## config.mk

```make
export PLATFORM = sky130hd
export DESIGN_NAME = cpu_stage_ctrl_flat
export DESIGN_NICKNAME = d
export VERILOG_FILES = /design/src/rtl/cpu_stage_ctrl_pkg.sv /design/src/rtl/cpu_stage_ctrl_if.sv /design/src/rtl/cpu_stage_ctrl_wait_timer.sv /design/src/rtl/cpu_stage_ctrl.sv /design/src/flat_wrapper.sv
export SDC_FILE = /design/constraint.sdc
export NUM_CORES = 1
export LEC_CHECK = 0
export ABC_AREA = 0
export CORE_MARGIN = 1.5
export CORE_UTILIZATION = 45
export DETAILED_ROUTE_END_ITERATION = 7
export PLACE_DENSITY_LB_ADDON = 0.25
export SLEW_MARGIN = 10
export SYNTH_ARGS = -nofsm -noshare
export SYNTH_HDL_FRONTEND = slang
export SYNTH_SLANG_ARGS = --single-unit
export TNS_END_PERCENT = 30
```

## constraint.sdc

```tcl
create_clock -name i_clk -period 2.26 [get_ports i_clk]
set_input_delay 0.452 -clock i_clk [delete_from_list [all_inputs] [get_ports i_clk]]
set_output_delay 0.452 -clock i_clk [all_outputs]
set_load 0.02 [all_outputs]
```

## src/rtl/cpu_stage_ctrl_pkg.sv

```systemverilog
// Shared definitions for the multi-cycle stage sequencer: 3-bit state
// encoding, error codes, the "no LSU op" opcode value and the default
// ack/done wait limit.
package cpu_stage_ctrl_pkg;

  typedef enum logic [2:0] {
    ST_IDLE   = 3'd0,
    ST_FETCH  = 3'd1,
    ST_DECODE = 3'd2,
    ST_EXEC   = 3'd3,
    ST_MEM    = 3'd4,
    ST_WB     = 3'd5,
    ST_HALT   = 3'd6,
    ST_ERR    = 3'd7
  } state_e;

  typedef enum logic [1:0] {
    ERR_NONE    = 2'b00,
    ERR_FETCH   = 2'b01,
    ERR_DECODE  = 2'b10,
    ERR_TIMEOUT = 2'b11
  } err_e;

  localparam int unsigned LSU_NOP         = 0;
  localparam int unsigned TIMEOUT_DEFAULT = 255;

endpackage

```

## src/rtl/cpu_stage_ctrl_if.sv

```systemverilog
// Handshake/enable bundle between the stage sequencer and the
// IFU/IDU/EXU/LSU/regfile datapath.
//   master : sequencer side (drives o_* strobes/status, samples i_* decode/acks)
//   slave  : datapath side (mirror image)
interface cpu_stage_ctrl_if #(
  parameter int unsigned LSU_OPT_WIDTH = 4,
  parameter int unsigned CNT_WIDTH     = 64
);
  logic                     o_ifu_req;
  logic                     i_ifu_ack;
  logic                     o_ir_wen;
  logic                     i_ebreak;
  logic [2:0]               i_id_err;
  logic                     i_exu_multi;
  logic                     o_exu_start;
  logic                     i_exu_done;
  logic [LSU_OPT_WIDTH-1:0] i_lsu_opt;
  logic                     i_is_store;
  logic                     o_lsu_req;
  logic                     i_lsu_ack;
  logic                     i_rd_wen;
  logic                     o_rf_wen;
  logic                     o_pc_wen;
  logic                     o_halt;
  logic                     o_err;
  logic [1:0]               o_err_code;
  logic [CNT_WIDTH-1:0]     o_cycle_cnt;
  logic [CNT_WIDTH-1:0]     o_instret;
  logic [2:0]               o_state;

  modport master (
    output o_ifu_req, o_ir_wen, o_exu_start, o_lsu_req, o_rf_wen, o_pc_wen,
           o_halt, o_err, o_err_code, o_cycle_cnt, o_instret, o_state,
    input  i_ifu_ack, i_ebreak, i_id_err, i_exu_multi, i_exu_done,
           i_lsu_opt, i_is_store, i_lsu_ack, i_rd_wen
  );

  modport slave (
    input  o_ifu_req, o_ir_wen, o_exu_start, o_lsu_req, o_rf_wen, o_pc_wen,
           o_halt, o_err, o_err_code, o_cycle_cnt, o_instret, o_state,
    output i_ifu_ack, i_ebreak, i_id_err, i_exu_multi, i_exu_done,
           i_lsu_opt, i_is_store, i_lsu_ack, i_rd_wen
  );
endinterface

```

## src/rtl/cpu_stage_ctrl_wait_timer.sv

```systemverilog
// Wait-cycle counter for the sequencer's blocking states.
//   clk_i, rst_ni : clock, synchronous active-low reset
//   clear_i       : restart count (state change)
//   en_i          : currently waiting on an ack/done
//   done_i        : the awaited ack/done arrived this cycle
//   expired_o     : this is the TIMEOUT-th waiting cycle with no ack/done
module ctrl_wait_timer #(
  parameter int unsigned TIMEOUT = 255
) (
  input  logic clk_i,
  input  logic rst_ni,
  input  logic clear_i,
  input  logic en_i,
  input  logic done_i,
  output logic expired_o
);
  localparam int unsigned    W     = $clog2(TIMEOUT + 1);
  localparam logic [W-1:0]   LIMIT = W'(TIMEOUT - 1);

  logic [W-1:0] cnt_q, cnt_d;

  // cnt_q holds the number of already-elapsed waiting cycles, so the
  // limit is hit while still in the last allowed cycle; an ack/done in
  // that same cycle suppresses expiry.
  assign expired_o = en_i & ~done_i & (cnt_q == LIMIT);

  always_comb begin
    cnt_d = cnt_q;
    if (clear_i)
      cnt_d = '0;
    else if (en_i && !done_i && cnt_q != LIMIT)
      cnt_d = cnt_q + W'(1);
  end

  always_ff @(posedge clk_i) begin
    if (!rst_ni) cnt_q <= '0;
    else         cnt_q <= cnt_d;
  end
endmodule

```

## src/rtl/cpu_stage_ctrl.sv

```systemverilog
// Multi-cycle stage sequencer for the RV64 core: fetch, IR latch, decode
// check, multi-cycle EXU start, LSU access, writeback and PC update, one
// stage at a time. Stops on ebreak (HALT) or on decode error / timeout
// (ERR), and keeps cycle and retired-instruction counters.
//   i_clk, i_rst_n : clock, synchronous active-low reset
//   bus            : handshake/enable bundle (master side)
module cpu_stage_ctrl
  import cpu_stage_ctrl_pkg::*;
#(
  parameter int unsigned TIMEOUT       = TIMEOUT_DEFAULT,
  parameter int unsigned CNT_WIDTH     = 64,
  parameter int unsigned LSU_OPT_WIDTH = 4
) (
  input  logic             i_clk,
  input  logic             i_rst_n,
  cpu_stage_ctrl_if.master bus
);
  state_e               state_q, state_d;
  err_e                 err_q, err_d;
  logic [CNT_WIDTH-1:0] cycle_q, instret_q;

  logic wait_en, wait_done, expired;
  logic ifu_req, ir_wen, exu_start, lsu_req, rf_wen, pc_wen, halt, err;

  ctrl_wait_timer #(.TIMEOUT(TIMEOUT)) u_wait_timer (
    .clk_i    (i_clk),
    .rst_ni   (i_rst_n),
    .clear_i  (state_d != state_q),
    .en_i     (wait_en),
    .done_i   (wait_done),
    .expired_o(expired)
  );

  always_comb begin
    state_d   = state_q;
    err_d     = err_q;
    wait_en   = 1'b0;
    wait_done = 1'b0;
    ifu_req   = 1'b0;
    ir_wen    = 1'b0;
    exu_start = 1'b0;
    lsu_req   = 1'b0;
    rf_wen    = 1'b0;
    pc_wen    = 1'b0;
    halt      = 1'b0;
    err       = 1'b0;
    case (state_q)
      ST_IDLE: state_d = ST_FETCH;
      ST_FETCH: begin
        ifu_req   = 1'b1;
        ir_wen    = bus.i_ifu_ack;
        wait_en   = 1'b1;
        wait_done = bus.i_ifu_ack;
        if (bus.i_ifu_ack) state_d = ST_DECODE;
        else if (expired) begin
          state_d = ST_ERR;
          err_d   = ERR_FETCH;
        end
      end
      ST_DECODE: begin
        if (bus.i_ebreak) state_d = ST_HALT;
        else if (|bus.i_id_err) begin
          state_d = ST_ERR;
          err_d   = ERR_DECODE;
        end else if (bus.i_exu_multi) begin
          state_d   = ST_EXEC;
          exu_start = 1'b1;
        end else if (bus.i_lsu_opt != LSU_OPT_WIDTH'(LSU_NOP) || bus.i_is_store)
          state_d = ST_MEM;
        else
          state_d = ST_WB;
      end
      ST_EXEC: begin
        wait_en   = 1'b1;
        wait_done = bus.i_exu_done;
        if (bus.i_exu_done) state_d = ST_WB;
        else if (expired) begin
          state_d = ST_ERR;
          err_d   = ERR_TIMEOUT;
        end
      end
      ST_MEM: begin
        lsu_req   = 1'b1;
        wait_en   = 1'b1;
        wait_done = bus.i_lsu_ack;
        if (bus.i_lsu_ack) state_d = ST_WB;
        else if (expired) begin
          state_d = ST_ERR;
          err_d   = ERR_TIMEOUT;
        end
      end
      ST_WB: begin
        rf_wen  = bus.i_rd_wen;
        pc_wen  = 1'b1;
        state_d = ST_FETCH;
      end
      ST_HALT: halt = 1'b1;
      ST_ERR: begin
        halt = 1'b1;
        err  = 1'b1;
      end
      default: state_d = ST_IDLE;
    endcase
  end

  always_ff @(posedge i_clk) begin
    if (!i_rst_n) begin
      state_q   <= ST_IDLE;
      err_q     <= ERR_NONE;
      cycle_q   <= '0;
      instret_q <= '0;
    end else begin
      state_q <= state_d;
      err_q   <= err_d;
      if (state_q inside {ST_FETCH, ST_DECODE, ST_EXEC, ST_MEM, ST_WB})
        cycle_q <= cycle_q + CNT_WIDTH'(1);
      if (state_q == ST_WB)
        instret_q <= instret_q + CNT_WIDTH'(1);
    end
  end

  // Requests and strobes are masked while reset is asserted so a reset
  // landing mid-access drops the request and suppresses any write that cycle.
  assign bus.o_ifu_req   = ifu_req   & i_rst_n;
  assign bus.o_ir_wen    = ir_wen    & i_rst_n;
  assign bus.o_exu_start = exu_start & i_rst_n;
  assign bus.o_lsu_req   = lsu_req   & i_rst_n;
  assign bus.o_rf_wen    = rf_wen    & i_rst_n;
  assign bus.o_pc_wen    = pc_wen    & i_rst_n;
  assign bus.o_halt      = halt;
  assign bus.o_err       = err;
  assign bus.o_err_code  = err_q;
  assign bus.o_cycle_cnt = cycle_q;
  assign bus.o_instret   = instret_q;
  assign bus.o_state     = state_q;
endmodule
```

## src/flat_wrapper.sv

```systemverilog
// flat-port wrapper written by rule: the top's interface ports become plain ports
module cpu_stage_ctrl_flat import cpu_stage_ctrl_pkg::*;
#(
  parameter int unsigned TIMEOUT       = TIMEOUT_DEFAULT,
  parameter int unsigned CNT_WIDTH     = 64,
  parameter int unsigned LSU_OPT_WIDTH = 4
)
  (i_clk, i_rst_n, bus_o_ifu_req, bus_o_ir_wen, bus_o_exu_start, bus_o_lsu_req, bus_o_rf_wen, bus_o_pc_wen, bus_o_halt, bus_o_err, bus_o_err_code, bus_o_cycle_cnt, bus_o_instret, bus_o_state, bus_i_ifu_ack, bus_i_ebreak, bus_i_id_err, bus_i_exu_multi, bus_i_exu_done, bus_i_lsu_opt, bus_i_is_store, bus_i_lsu_ack, bus_i_rd_wen);
  cpu_stage_ctrl_if #(.LSU_OPT_WIDTH(LSU_OPT_WIDTH), .CNT_WIDTH(CNT_WIDTH)) bus_i ();
  input  logic i_clk;
  input  logic i_rst_n;
  output wire logic [$bits(bus_i.o_ifu_req)-1:0] bus_o_ifu_req;
  output wire logic [$bits(bus_i.o_ir_wen)-1:0] bus_o_ir_wen;
  output wire logic [$bits(bus_i.o_exu_start)-1:0] bus_o_exu_start;
  output wire logic [$bits(bus_i.o_lsu_req)-1:0] bus_o_lsu_req;
  output wire logic [$bits(bus_i.o_rf_wen)-1:0] bus_o_rf_wen;
  output wire logic [$bits(bus_i.o_pc_wen)-1:0] bus_o_pc_wen;
  output wire logic [$bits(bus_i.o_halt)-1:0] bus_o_halt;
  output wire logic [$bits(bus_i.o_err)-1:0] bus_o_err;
  output wire logic [$bits(bus_i.o_err_code)-1:0] bus_o_err_code;
  output wire logic [$bits(bus_i.o_cycle_cnt)-1:0] bus_o_cycle_cnt;
  output wire logic [$bits(bus_i.o_instret)-1:0] bus_o_instret;
  output wire logic [$bits(bus_i.o_state)-1:0] bus_o_state;
  input wire logic [$bits(bus_i.i_ifu_ack)-1:0] bus_i_ifu_ack;
  input wire logic [$bits(bus_i.i_ebreak)-1:0] bus_i_ebreak;
  input wire logic [$bits(bus_i.i_id_err)-1:0] bus_i_id_err;
  input wire logic [$bits(bus_i.i_exu_multi)-1:0] bus_i_exu_multi;
  input wire logic [$bits(bus_i.i_exu_done)-1:0] bus_i_exu_done;
  input wire logic [$bits(bus_i.i_lsu_opt)-1:0] bus_i_lsu_opt;
  input wire logic [$bits(bus_i.i_is_store)-1:0] bus_i_is_store;
  input wire logic [$bits(bus_i.i_lsu_ack)-1:0] bus_i_lsu_ack;
  input wire logic [$bits(bus_i.i_rd_wen)-1:0] bus_i_rd_wen;
  assign bus_o_ifu_req = bus_i.o_ifu_req;
  assign bus_o_ir_wen = bus_i.o_ir_wen;
  assign bus_o_exu_start = bus_i.o_exu_start;
  assign bus_o_lsu_req = bus_i.o_lsu_req;
  assign bus_o_rf_wen = bus_i.o_rf_wen;
  assign bus_o_pc_wen = bus_i.o_pc_wen;
  assign bus_o_halt = bus_i.o_halt;
  assign bus_o_err = bus_i.o_err;
  assign bus_o_err_code = bus_i.o_err_code;
  assign bus_o_cycle_cnt = bus_i.o_cycle_cnt;
  assign bus_o_instret = bus_i.o_instret;
  assign bus_o_state = bus_i.o_state;
  assign bus_i.i_ifu_ack = bus_i_ifu_ack;
  assign bus_i.i_ebreak = bus_i_ebreak;
  assign bus_i.i_id_err = bus_i_id_err;
  assign bus_i.i_exu_multi = bus_i_exu_multi;
  assign bus_i.i_exu_done = bus_i_exu_done;
  assign bus_i.i_lsu_opt = bus_i_lsu_opt;
  assign bus_i.i_is_store = bus_i_is_store;
  assign bus_i.i_lsu_ack = bus_i_lsu_ack;
  assign bus_i.i_rd_wen = bus_i_rd_wen;
  cpu_stage_ctrl #(.TIMEOUT(TIMEOUT), .CNT_WIDTH(CNT_WIDTH), .LSU_OPT_WIDTH(LSU_OPT_WIDTH)) u_core (.i_clk(i_clk), .i_rst_n(i_rst_n), .bus(bus_i));
endmodule
```

## Yosys cells after proc, flatten, opt, wreduce, memory -nomap -nowiden

Index checks and enable logic that the tools add are counted.
Widths: inputs -> output; s select.

- Memories kept: 0
- Register bits after elaboration: 141
- ROM bits: 0
- Output and inout port bits: 141
- RAM bits: 0
- Input port bits: 16
- Word-level logic and storage cells: 78
- Latch bits: 0

- Div/mod/pow operators: 0
- Mux-type cells: 30
- Multiply operators: 0
- $add $sub $neg: 3
- Bitwise operators: 10
- Reduce and logical (&&, ||, !) cells: 14
- Order comparisons: 0
- Shift operators: 0
- Eq/ne operators: 16

Operators by type and width:

| kind | number |
|---|---|
| $add 64x1->64 const B | 2 |
| $mux 3 | 7 |
| $pmux 3 s5 | 1 |
| $mux 2 | 7 |
| $mux 1 | 13 |
| $eq 3x3->1 const B | 4 |
| $add 8x1->8 const B | 1 |
| $and 1x1->1 | 8 |
| $eq 8x8->1 const B | 1 |
| $ne 2x2->1 const B | 4 |
| $ne 8x8->1 const B | 1 |
| $pmux 2 s4 | 1 |
| $reduce_bool 4->1 | 2 |
| $reduce_and 7->1 | 1 |
| $eq 3x2->1 const B | 2 |
| $reduce_or 2->1 | 3 |
| $reduce_or 3->1 | 2 |
| $reduce_bool 5->1 | 1 |
| $ne 2x1->1 const B | 2 |
| $eq 3x1->1 const B | 1 |
| $logic_not 3->1 | 1 |
| $ne 3x3->1 | 1 |
| $pmux 1 s3 | 1 |
| $logic_and 1x1->1 | 2 |
| other kinds (3) | 4 |

## Depth between registers and ports, before layout

Gate-level depths: netlist (run 1).

- Word-level depth: 10
- Mapped depth: 7
- Gate-level depth less buffers: 6

## Modules after synthesis

Synthesis (run 1) repeated with hierarchy kept, for this count alone.

- Cell total of the unflattened synthesis: 867
- Area total of the unflattened synthesis: 7019.2 µm²

By module, submodules not included:

| module | times used | area each (µm²) | cells each | sequential area each (µm²) |
|---|---|---|---|---|
| cpu_stage_ctrl | 1 | 6568.8 | 819 | 2662.6 |
| ctrl_wait_timer | 1 | 450.4 | 48 | 160.2 |

## Worst setup path after synthesis (run 1)

OpenSTA, ideal clock, no wires.

- Kind: flip-flop to flip-flop
- Start point: register u_core.cycle_q[0] (netlist: u_core.bus.o_cycle_cnt[0])
- End point: register u_core.cycle_q[62] (netlist: u_core.bus.o_cycle_cnt[62])
- Cell stages (with the launch flop): 8
- Path buffers: 1
- Setup time: 0.070 ns
- Required time: 2.190 ns
- Period minus slack after synthesis: 2.088 ns
- Path slack: 0.172 ns
- Arrival: 2.017 ns
- Cell sequence: dfxtp_1 -> ha_1 -> a21bo_2 -> nor4_4 -> buf_4 -> nand2_2 -> or4_1 -> a21oi_1

- Longest elaborated chain between the ends: 1

RTL lines:

| element | RTL line | source |
|---|---|---|
| start: declaration | cpu_stage_ctrl.sv:20 | `logic [CNT_WIDTH-1:0] cycle_q, instret_q;` |
| start signal: assignment | cpu_stage_ctrl.sv:116 | `cycle_q <= cycle_q + CNT_WIDTH'(1);` |
| $add 64x1->64 | cpu_stage_ctrl.sv:116 |  |

Every way passes these cells.
A chain may end at the register's enable or synchronous reset.

## Worst setup path in the final report (run 1)

- Start point: input port i_rst_n
- End point: output port bus_o_lsu_req

- Longest elaborated chain between the ends: 1

RTL lines:

| element | RTL line | source |
|---|---|---|
| start: declaration | flat_wrapper.sv:11 | `input logic i_rst_n;` |
| $and 1x1->1 | cpu_stage_ctrl.sv:127 | `assign bus.o_lsu_req = lsu_req & i_rst_n;` |
| end: declaration | flat_wrapper.sv:15 | `output wire logic [$bits(bus_i.o_lsu_req)-1:0] bus_o_lsu_req;` |

Every way passes these cells.

==> results.md, run 1 <==
* Status: complete, no violations
* Commonest non-fill, non-tap cell in the layout: clkdlybuf4s50_1
* FP Rows at 45
* TritonCTS clock tree: built
* Cells after DPL at 1,298
* P per Cell Area at 587.7 nW/um^2
* Die height at 128.9 um
* Sequential element share of the synthesized area at 39.59%
* Actual slew at the worst max-slew pin at 0.8776 ns
* Post-synth EDFFs at 0
* Critical path, cell by cell: clkdlybuf4s50_1, inv_4, nor3_1, dlygate4sd2_1
* Clock Sinks at 141
* RSZ-0062 raised after global routing: true
* Post-DP Area at 9575 um^2
* Total Wirelength at 19,870 um
* DR DRC count at 0
* Die Area at 16,610 um^2
* CTS H-Tree Depth at 4
* Crit-path max FO at 4
* Antenna cell count at 0
* Register bit total from synthesis at 141
* # setup viols final at 0
* DR vias/cell at 5.628
* Post-synthesis average cell area at 8.282 um^2
* Root Driver: clkbuf_16
* Area Growth Syn to Fin at 44.46%
* Nets at 1,129
* Antenna violations before repair at 0
* Clock skew at 0.007038 ns
* Post-Syn Area at 7131 um^2
* Min Hold Slack at 0.4815 ns
* Post-Synthesis Cells at 861
* GRT Overall Usage at 24.00%
* GPL Wtd Cong at 0.9043
* Hold Vio Cnt, Final at 0
* Final min period at 2.219 ns
* First-pass GRT wire length at 32,370 um
* CP max stage cell: clkdlybuf4s50_1
* Net Count, Synth at 881
* Clock Tree Buf Depth at 2
* Max_cap viols at 0
* Clock-pin slew on the worst setup and hold paths at 0.06 ns
* Synth cell types at 54
* Non-Filler Instances at 1,332
* Pleak at 0.003563 uW
* Clock Latency Late Sink at 0.42 ns
* Fin crit share at 98.20%
* FMAX at 450.6 MHz
* CP endpoint kind: primary output
* Pin count of the biggest net entering global routing at 83
* DRT antenna net count at 0
* Top FF cell, synth: dfxtp_1
* # IOs at 157
* Initial Util at 46.56%
* Async SR Flop Fraction at 0%
* DRT Pass-1 Iters at 5
* Avg WL per Cell at 14.91 um
* Path type of the worst min-delay path: reg2reg
* Hpwl dp at 14,160 um
* Global route total overflow at 0
* Startpoint Class: primary input
* Buf/Inv on CP at 3
* Setup Crit Path Kind: in2out
* Max Slew Vio Count at 0
* Share of post-route cells with drive strength above 1 at 15.25%
* Crit path max-delay family: buffers and inverters
* Normalized max-slew margin at 41.49%
* Vias at 7,497
* First DRT Iteration DRCs at 512
* I/O Buffers at 156
* Post-CTS Hold Fix Bufs at 0
* Vias in the first global route at 6,785
* Crit-path max cell delay at 0.57 ns
* CTS buffer count at 17
* Core area at 15,310 um^2
* Post-Layout Inst Area at 10,300 um^2
* Yosys warnings at 0
* WP data arrival at 1.77 ns
* Peak supply drop at 517.2 uV
* CP required at 1.81 ns
* Most frequent cells in the layout: 148 x clkdlybuf4s50_1, 136 x dfxtp_1, 107 x nor2_1
* Chip width at 128.9 um
synthesized netlist by cell type (6+ instances only):
library cell / count / area, um^2
a21oi_1: 65 / 325.3
nand4_2: 6 / 75.07
clkbuf_1: 23 / 86.33
xor2_1: 43 / 376.6
and3_1: 14 / 87.58
nor4_1: 20 / 125.1
or3_1: 42 / 262.8
nand3_1: 54 / 270.3
inv_1: 20 / 75.07
xnor2_1: 28 / 245.2
nand2_1: 55 / 206.5
nor3_1: 17 / 85.08
dfxtp_1: 141 / 2823
o21ai_0: 50 / 250.2
nand4_1: 56 / 350.3
or4_1: 19 / 142.6
buf_2: 6 / 30.03
nand4b_1: 7 / 61.31
o31ai_1: 15 / 112.6
and4_1: 11 / 96.34
nor2_1: 107 / 401.6
layer usage:
layer | wire [um] | up-vias | track usage, %
met5 | 0 | - | 0
li1 | - | 3657 | -
met2 | 9253 | 263 | 38.63
met3 | 1162 | 22 | 4.532
met1 | 9197 | 3555 | 32.44
met4 | 252 | 0 | 7.931
path summary, 6_finish.rpt:
kind | from | end | slack, ns | cells after the start
min | u_core.bus.o_instret[63] | u_core.bus.o_instret[63] | 0.48 | 2
max reg2reg | u_core.bus.o_cycle_cnt[13] | u_core.bus.o_cycle_cnt[57] | 0.06 | 6
max | i_rst_n | bus_o_lsu_req | 0.04 | 4
min reg2reg | u_core.bus.o_instret[63] | u_core.bus.o_instret[63] | 0.48 | 2
sequential cells by signal (all words and copies together), names as in the netlist:
signal                     flops
u_core.bus.o_err_code          2
u_core.u_wait_timer.cnt_q      8
u_core.bus.o_instret          64
u_core.bus.o_state             3
u_core.bus.o_cycle_cnt        64
through the flow:
step / TNS [ns] / setup slack (ns) / util [%] / power [uW]
finish: 0 / 0.04075 / 67.26 / 6054
detailed placement: -1.272 / -0.2625 / 62.52 / 2955
global route: -0.6869 / -0.1288 / 67.26 / 6223
global placement: -1.134 / -0.3008 / 62.52 / 2952
floorplan: 0 / 0.1723 / - / 2785
CTS: -0.0003795 / -0.0003795 / 66.85 / 6083
cells by family after synthesis:
family	count (synthesis)	synth area share (%)
compound gates	150	12.25
simple gates	440	35.25
buf+inv	53	3.211
fa+ha+maj	4	0.7019
mux	2	0.2808
xor+xnor	71	8.721
flops	141	39.59
worst min-delay path: stages (launching register included):
cell	delay (ns)
dfxtp_1	0.32
o31ai_1	0.06
a21oi_1	0.05
repair_timing:
action                                  in CTS  in global routing
gates resized for setup                     10                 10
buffers inserted                             0                  3
endpoints found under the setup margin      13                 23
pin swaps                                    1                  3
where the power goes:
part / leakage [uW] / switching [uW] / total, uW / internal, uW
clock network: 0.000313 / 1070 / 3130 / 2070
logic: 0.00211 / 223 / 385 / 163
registers: 0.00114 / 26.1 / 2540 / 2510
cell type report:
class                   count  area (um^2)
fillers                  1318         5014
clock inverters            10        185.2
well taps                 211        264.0
flip-flops and latches    141         2831
repair buffers            262         2359
clock buffers              21        480.5
inverters                  20        77.57
multi-input cells         667         4104
No activity file was read; power rests on OpenSTA's default activity.
==> run 2: changes to the inputs <==
--- a/config.mk
+++ b/config.mk
@@ -10,6 +10,7 @@
 export CORE_UTILIZATION = 45
 export DETAILED_ROUTE_END_ITERATION = 7
 export PLACE_DENSITY_LB_ADDON = 0.25
+export SETUP_SLACK_MARGIN = 0.15
 export SLEW_MARGIN = 10
 export SYNTH_ARGS = -nofsm -noshare
 export SYNTH_HDL_FRONTEND = slang
==> run 2 against run 1 <==
  * Clock-buffer cell count did not move
  * Wire length rose by 2.3%
  * Clock skew barely moved
  * Largest power group unchanged
==> results.md, run 2 (same netlist as run 1, synthesis figures left out) <==
* Status: complete, no violations
* Cells after DPL at 1,298 (unchanged)
* FP Rows at 45 (unchanged)
* Grt met2 use at 38.91% (+0.28 points)
* Core area at 15,310 um^2 (unchanged)
* Flop-to-flop setup slack at 0.21 ns (+0.15 ns)
* Clock Tree Buf Depth at 2 (unchanged)
* Fin crit share at 94.41% (-3.8 points)
* CP endpoint kind: primary output
* Startpoint Class: register
* Buf/Inv on CP at 2 (-1)
* Area Growth Syn to Fin at 48.55%
* CTS H-Tree Depth at 4 (unchanged)
* Crit path max-delay family: buffers and inverters
* Total Wirelength at 20,320 um (+2.3%)
* Normalized max-slew margin at 40.67% (-0.82 points)
* DRT Pass-1 Iters at 5 (unchanged)
* Vias at 7,612 (+1.5%)
* Clock Sinks at 141 (unchanged)
* TritonCTS clock tree: built
* Global route total overflow at 0 (unchanged)
* Max Slew Vio Count at 0 (unchanged)
* Final min period at 2.134 ns (-0.08559 ns)
* Crit-path max cell delay at 0.39 ns (-0.18 ns)
* DR vias/cell at 5.626 (about the same)
* CP max stage cell: dlygate4sd2_1
* Root Driver: clkbuf_16
* Most frequent cells in the layout: 147 x clkdlybuf4s50_1, 127 x dfxtp_1, 121 x buf_4
* R2r endpoint: u_core.bus.o_cycle_cnt[54]
* Crit-path max FO at 8 (+4)
* Non-Filler Instances at 1,353 (+1.6%)
* Pin count of the biggest net entering global routing at 83 (unchanged)
* DRT antenna net count at 0 (unchanged)
* CTS buffer count at 17 (unchanged)
* FMAX at 468.7 MHz (+4.0%)
* Hold endpoint: u_core.bus.o_instret[63]
* Startpoint of the worst hold path: u_core.bus.o_instret[63]
* # IOs at 157 (unchanged)
* DR DRC count at 0 (unchanged)
* Antenna violations before repair at 0 (unchanged)
* Clock-pin slew on the worst setup and hold paths at 0.06 ns (about the same)
* Chip width at 128.9 um (unchanged)
* Post-CTS Hold Fix Bufs at 0 (unchanged)
* GPL Wtd Cong at 0.9043 (unchanged)
* Dpl ws at -0.2625 ns (unchanged)
* Met3 usage at 4.532% (unchanged)
* Path type of the worst min-delay path: reg2reg
* Hold Path Depth at 2 (unchanged)
* Clock skew at 0.006587 ns (-0.0004514 ns)
* Avg WL per Cell at 15.02 um (+0.70%)
* Max_cap viols at 0 (unchanged)
* WP data arrival at 1.68 ns (-0.09 ns)
* Grt peak-use layer: met2
* Post-Layout Inst Area at 10,590 um^2 (+2.8%)
* Commonest non-fill, non-tap cell in the layout: clkdlybuf4s50_1
* Die Area at 16,610 um^2 (unchanged)
* Hpwl dp at 14,160 um (unchanged)
* Nets at 1,150 (+1.9%)
* Peak supply drop at 517.8 uV (+0.13%)
* Share of post-route cells with drive strength above 1 at 18.56% (+3.3 points)
* Pleak at 0.003702 uW (+3.9%)
* Met1 Usage GRT at 32.53% (+0.095 points)
* Post-DP Area at 9575 um^2 (unchanged)
* First-pass GRT wire length at 32,520 um (+0.47%)
* I/O Buffers at 156 (unchanged)
* CP required at 1.81 ns (about the same)
* Reg2reg start: u_core.bus.o_cycle_cnt[9]
* Clock Latency Late Sink at 0.42 ns (about the same)
* Worst Reg-to-Reg Cells at 6 (unchanged)
* Critical path, cell by cell: buf_4, nor3_1, dlygate4sd2_1
* Initial Util at 46.56% (unchanged)
* # setup viols final at 0 (unchanged)
* Setup Crit Path Kind: reg2out
* Actual slew at the worst max-slew pin at 0.8900 ns (+0.01232 ns)
* P per Cell Area at 576.1 nW/um^2 (-2.0%)
* Antenna cell count at 0 (unchanged)
* RSZ-0062 raised after global routing: true
* Final setup margin at 0.1263 ns (+0.08559 ns)
* Hold Vio Cnt, Final at 0 (unchanged)
* GRT Overall Usage at 24.11% (+0.11 points)
* Vias in the first global route at 6,810 (+0.37%)
* First DRT Iteration DRCs at 529 (+3.3%)
* Die height at 128.9 um (unchanged)
-- run 2: changes by cell type in the layout (fill, tap and decap cells not counted), moves of 3 or more --
cell,previous run,this run
buf_4,105,121
buf_6,2,5
dfxtp_1,136,127
dfxtp_2,4,10
dfxtp_4,1,4
nand3_1,54,50
nand3_2,1,5
nor4_1,20,17
-- run 2: area by class of cell --
class | count | area [um^2]
clock buffer | 21 | 480.5
clock inverter | 10 | 185.2
fill | 1261 | 4722
inverter | 20 | 77.57
multi-input combinational | 667 | 4199
sequential | 141 | 2850
tap | 211 | 264.0
timing repair buffer | 283 | 2536
-- run 2: worst max-delay path by stage --
stage	from	endpoint	slack [ns]	depth (start not counted)
2_1_floorplan	u_core.bus.o_cycle_cnt[0]	u_core.bus.o_cycle_cnt[62]	0.17	7
3_3_place_gp	i_rst_n	bus_o_lsu_req	-0.30	4
3_5_place_dp	i_rst_n	bus_o_exu_start	-0.26	4
4_1_cts	u_core.bus.o_state[0]	bus_o_state[0]	0.01	3
5_1_grt	u_core.bus.o_state[2]	bus_o_exu_start	0.07	5
6_report	u_core.bus.o_state[0]	bus_o_lsu_req	0.13	3
-- run 2: timing repair --
| item | in CTS | in global routing |
|---|---|---|
| buffers inserted | 5 | 18 |
| pin swaps | 5 | 19 |
| hold endpoints to repair | 0 | 0 |
| cloned | 0 | 1 |
| gates resized for setup | 22 | 34 |
| setup endpoints to repair | 31 | 61 |
-- run 2: worst min-delay path, stage by stage, from the launching register on --
cell and delay, ns:
dfxtp_1 0.32, o31ai_1 0.06, a21oi_1 0.05
-- run 2: power by group --
part	switching [uW]	leakage (uW)	internal [uW]	total, uW
Combinational	234	0.00224	192	426
Sequential	30.7	0.00114	2510	2540
Clock	1070	0.000313	2070	3140
Total	1330	0.00370	4770	6100
-- run 2: through the flow --
step	util [%]	total power [uW]	TNS (ns)	hold slack [ns]
final	69.17	6102	0	0.4815
after global routing	69.17	6268	0	0.4962
after floorplan	-	2785	0	0.4775
after global placement	62.52	2952	-1.134	0.4647
after CTS	67.30	6102	0	0.4816
after detailed placement	62.52	2955	-1.272	0.4738
-- run 2: per-layer routing --
metal	wire, um	vias up	part of all wire [%]
met5	0	-	0
met2	9578	257	47
met1	9184	3626	45
li1	-	3702	-
met4	310	0	1.5
met3	1246	27	6.1
